File: src/rtl/cordic_vec_ctrl.sv
// Vectoring-mode CORDIC stage: drives y toward zero, returns scaled magnitude and direction bits.
// Optional gain compensation stage enabled by defining CORDIC_GAIN_COMP_EN.
module cordic_vec_ctrl #(
  parameter int W     = 16,
  parameter int ITERS = 12
) (
  input  logic                 clk,
  input  logic                 reset,
  input  logic                 start,
  input  logic signed [W-1:0]  x_in,
  input  logic signed [W-1:0]  y_in,
  input  logic [3:0]           cnt,
  output logic                 cnt_en,
  output logic                 busy,
  output logic                 done,
  output logic signed [W+1:0]  mag_out,
  output logic [ITERS-1:0]     dir_out,
  output logic                 flip_out
);

`ifdef CORDIC_GAIN_COMP_EN
  typedef enum logic [2:0] {IDLE = 3'd0, PRE = 3'd1, ITER = 3'd2, COMP = 3'd3, DONE = 3'd4} state_t;
`else
  typedef enum logic [2:0] {IDLE = 3'd0, PRE = 3'd1, ITER = 3'd2, DONE = 3'd4} state_t;
`endif

  localparam logic [3:0] LAST = 4'(ITERS - 1);

  state_t                state, state_n;
  logic signed [W+1:0]   xr, yr, xr_n, yr_n;
  logic signed [W+1:0]   xs, ys;
  logic [ITERS-1:0]      dir_r, dir_n;
  logic                  flip_r, flip_n;

  assign xs   = xr >>> cnt;
  assign ys   = yr >>> cnt;
  assign busy = (state != IDLE);
  assign done = (state == DONE);

  // Next-state and datapath update; every micro-rotation uses the pre-update xr/yr.
  always_comb begin
    state_n = state;
    xr_n    = xr;
    yr_n    = yr;
    dir_n   = dir_r;
    flip_n  = flip_r;
    case (state)
      IDLE: begin
        if (start) begin
          xr_n    = {{2{x_in[W-1]}}, x_in};
          yr_n    = {{2{y_in[W-1]}}, y_in};
          flip_n  = 1'b0;
          state_n = PRE;
        end
      end
      PRE: begin
        // Idempotent: once negated xr is non-negative, so extra PRE cycles do nothing.
        if (xr[W+1]) begin
          xr_n   = -xr;
          yr_n   = -yr;
          flip_n = 1'b1;
        end
        if (cnt == 4'd0) state_n = ITER;
      end
      ITER: begin
        if (!yr[W+1]) begin
          xr_n = xr + ys;
          yr_n = yr - xs;
        end else begin
          xr_n = xr - ys;
          yr_n = yr + xs;
        end
        for (int k = 0; k < ITERS; k++) begin
          if (cnt == 4'(k)) dir_n[k] = ~yr[W+1];
        end
        if (cnt == LAST) begin
`ifdef CORDIC_GAIN_COMP_EN
          state_n = COMP;
`else
          state_n = DONE;
`endif
        end
      end
`ifdef CORDIC_GAIN_COMP_EN
      COMP: begin
        xr_n    = (xr >>> 1) + (xr >>> 3) - (xr >>> 6) - (xr >>> 9);
        state_n = DONE;
      end
`endif
      DONE:    state_n = IDLE;
      default: state_n = IDLE;
    endcase
  end

  // Results are captured on the edge entering DONE so they are valid with the done pulse.
  always_ff @(posedge clk or negedge reset) begin
    if (!reset) begin
      state    <= IDLE;
      xr       <= '0;
      yr       <= '0;
      dir_r    <= '0;
      flip_r   <= 1'b0;
      cnt_en   <= 1'b0;
      mag_out  <= '0;
      dir_out  <= '0;
      flip_out <= 1'b0;
    end else begin
      state  <= state_n;
      xr     <= xr_n;
      yr     <= yr_n;
      dir_r  <= dir_n;
      flip_r <= flip_n;
      cnt_en <= (state_n == ITER);
      if (state_n == DONE) begin
        mag_out  <= xr_n;
        dir_out  <= dir_n;
        flip_out <= flip_n;
      end
    end
  end

endmodule

File: config.mk
export PLATFORM = sky130hd
export DESIGN_NAME = cordic_vec_ctrl
export DESIGN_NICKNAME = d
export VERILOG_FILES = /design/src/rtl/cordic_vec_ctrl.sv
export SDC_FILE = /design/constraint.sdc
export NUM_CORES = 1
export LEC_CHECK = 0
export CAP_MARGIN = 20
export CORE_MARGIN = 5
export CORE_UTILIZATION = 50
export DETAILED_ROUTE_END_ITERATION = 10
export PLACE_DENSITY = 0.74
export SETUP_SLACK_MARGIN = 0.05
export SYNTH_ARGS = -nofsm -noshare
export SYNTH_HDL_FRONTEND = slang
export SYNTH_SLANG_ARGS = --single-unit
export TNS_END_PERCENT = 10
File: constraint.sdc
create_clock -name clk -period 5.9 [get_ports clk]
set_input_delay 1.18 -clock clk [delete_from_list [all_inputs] [get_ports clk]]
set_output_delay 1.18 -clock clk [all_outputs]
set_load 0.01 [all_outputs]
==> metrics.txt <==
crit path capture type flop; Worst R2R Start xr[12]$_DFF_PN0_; P_int ~3.0 mW; CP max stage cell clkdlybuf4s50_1; Root Buffer clkbuf_16; drt via density 6.47; Synth warnings 0; synth cell count leaders nand2_1, dfrtp_1, o21ai_0, nor2_1, a21oi_1; combinational power share 0.712; max cap viols 0; hpwl dp ~19000 um; TritonCTS clock tree built; Routed WL per cell 20.0 um; CTS Sinks 83; Clock Skews about 0.018 ns; P_sw about 3.1 mW; WP data arrival about 5.9 ns; H-tree depth 3; DRT iter0 DRCs between 700 and 800; crit path capture yr[17]$_DFFE_PN0P_; DRT Wirelength roughly 26000 um; Worst Hold Class reg -> reg; critical path class in -> reg; I/O Pins 73; routing usage on met3 0.0494; clock power share 0.094; layout cells sized above 1 0.130; CP Cell Sequence clkdlybuf4s50_1 > buf_12 > buf_4 > nor2_1 > a222oi_1 > ha_1 > nor2_1 > a21oi_1 > ha_1 > a211oi_1 > o21bai_1 > a21oi_1 > o21ai_0 > a31oi_1 > o21ai_0 > o41ai_1 > xnor3_1 > o22ai_1; most common cell in the netlist nand2_1; largest area contributor in the netlist dfrtp_1; die area 19800 um^2; post-route ant nets 0; achievable clock frequency approximately 0.18 GHz; Slew Viols, Final 0; # Post-CTS Setup Buffers 0; largest net degree at the start of global routing between 60 and 70; worst vdd ir roughly 330 uV; met1 Track Usage GR 0.355; GPL Wtd Cong about 1; worst r2r path cells 15; Die Width 141 um; vias in the first global route 8153; Worst R2R End yr[17]$_DFFE_PN0P_; synth top area cells dfrtp_1, ha_1, mux4_2; GRT overflow 0; initial antenna violation count 0; RSZ-0062 raised after global routing false; status complete, no violations; worst-path maximum fanout 23; Post-DP Area roughly 9600 um^2; Syn Area/Cell about 8.5 um^2; CP startpoint cnt[3]; max_slew headroom 0.420; met2 Usage GRT 0.420; Worst EP required between 6 and 7 ns; Seq cells post-synth between 80 and 90; Post-Synthesis Cells slightly above 1000; startpoint types input port; post_cts resized 0; Tot GR Track Use 0.261; Most Crowded Layer GR met2; Num CTS Buffers 9; global-route wire length before repair between 40000 and 50000 um; pwr/cell area about 620 nW/um^2; Final Setup Violations 0; Hold Fails Final Rpt 0; Area Growth Syn to Fin 16.2%; Synth top area share 0.243; Mapped Nets ~1100; Clk Latency, worst-skew pair 0.36 ns; Slew @ Worst Pin a little under 0.9 ns; Hold Slack roughly 0.47 ns; First-pass DRT Iterations 6; number of synthesized flops with an enable pin 0; vias around 8300; min Tclk post-route between 5 and 6 ns; switching portion of total power 0.506; die extent in y 141 um; post-synthesis sequential area ratio 0.243; Async SR Flop Fraction 1.00; Core Region between 15000 and 20000 um^2; clock transition at the registers of the reported paths 0.08 ns; Starting Density 0.513; Syn Std Cell Area ~8500 um^2; Hold-fix buffers, CTS 0; clk buf depth 2; ys flop type dfrtp_1; Yosys cell types just under 80; IO buf count roughly 70; maximum single-stage delay on the critical path 0.51 ns; final instance area between 9000 and 10000 um^2; Leak approximately 4.2 nW; R2R Setup Slk ~1.1 ns; Nets between 1000 and 1500; drt drc 0; ANT cells 0; Rows 47; sequential group share of total power 0.194; TNS Setup 0 ns; Tcrit/Tclk final 0.952
kinds of logic after synthesis:
| logic type | count (synthesis) | share of synthesized area |
|---|---|---|
| DFF | 83 | 0.243 |
| AOI/OAI and AO/OA | 317 | 0.241 |
| and+or+nand+nor | 305 | 0.172 |
| adders and majority gates | 40 | 0.0604 |
| xor gates and xnor gates | 65 | 0.0699 |
| muxes | 91 | 0.160 |
| buffers and inverters | 105 | 0.0534 |
per-layer routing:
layer / vias up / routed length [um]
met5: - / 0
met3: 54 / 1970
met4: 0 / 760
li1: 3884 / -
met1: 4003 / 10900
met2: 400 / 12100
state kept, by name, summed over array words and instances (netlist names):
name	count
state	3
dir_out	12
flip_r	1
cnt_en	1
xr	18
dir_r	11
yr	18
mag_out	18
flip_out	1
per-stage QoR:
| step | total power [mW] | utilization | cells | setup WS (ns) |
|---|---|---|---|---|
| final | 6.18 | 0.596 | 1290 | 0.285 |
| after global routing | 6.69 | 0.596 | 1290 | 0.0591 |
| after CTS | 6.11 | 0.595 | 1290 | 0.237 |
| after detailed placement | 5.48 | 0.577 | 1274 | -0.108 |
| after global placement | 5.43 | 0.577 | 1274 | 0.144 |
| after floorplan | 4.34 | - | 1006 | 0.691 |
layout by cell type, fill, tap and decap left out, types with 31 or more instances in the layout:
cell,instances
a21oi_1,68
buf_4,51
clkdlybuf4s50_1,69
dfrtp_1,82
ha_1,38
mux2i_1,31
nand2_1,103
nor2_1,82
o21ai_0,83
xnor2_1,35
power by group through the flow:
stage,clock (mW),combinational [mW],sequential [mW]
finish,0.580,4.40,1.20
detailed placement,0,4.31,1.18
floorplan,0,3.42,0.914
CTS,0.590,4.35,1.17
global placement,0,4.26,1.17
global route,0.617,4.85,1.22
cell type report:
class	count	area (um^2)
fill	1487	6720
multi-input combinational	818	6020
sequential	83	2080
timing repair buffer	125	1140
tap	220	275
clock buffer	9	225
inverter	28	105
clock inverter	7	71.3
worst max-delay path: cells and delay by family:
kind	cells	cell delay [ns]
AND/OR/NAND/NOR	2	0.54
XOR/XNOR	1	0.28
AO/OA/AOI/OAI	10	2.33
buffers and inverters	3	0.92
adder cells (fa/ha/maj)	2	0.66
worst min-delay path by stage:
stage	start	endpoint	slack, ns	cells after the start
6_report	mag_out[7]$_DFFE_PN0N_	mag_out[7]$_DFFE_PN0N_	0.47	2
3_5_place_dp	mag_out[6]$_DFFE_PN0N_	mag_out[6]$_DFFE_PN0N_	0.46	2
4_1_cts	mag_out[3]$_DFFE_PN0N_	mag_out[3]$_DFFE_PN0N_	0.48	2
5_1_grt	mag_out[6]$_DFFE_PN0N_	mag_out[6]$_DFFE_PN0N_	0.51	2
3_3_place_gp	mag_out[3]$_DFFE_PN0N_	mag_out[3]$_DFFE_PN0N_	0.46	2
2_1_floorplan	flip_r$_DFF_PN0_	flip_r$_DFF_PN0_	0.45	2
Note: power is estimated with default switching activity, not from simulation.
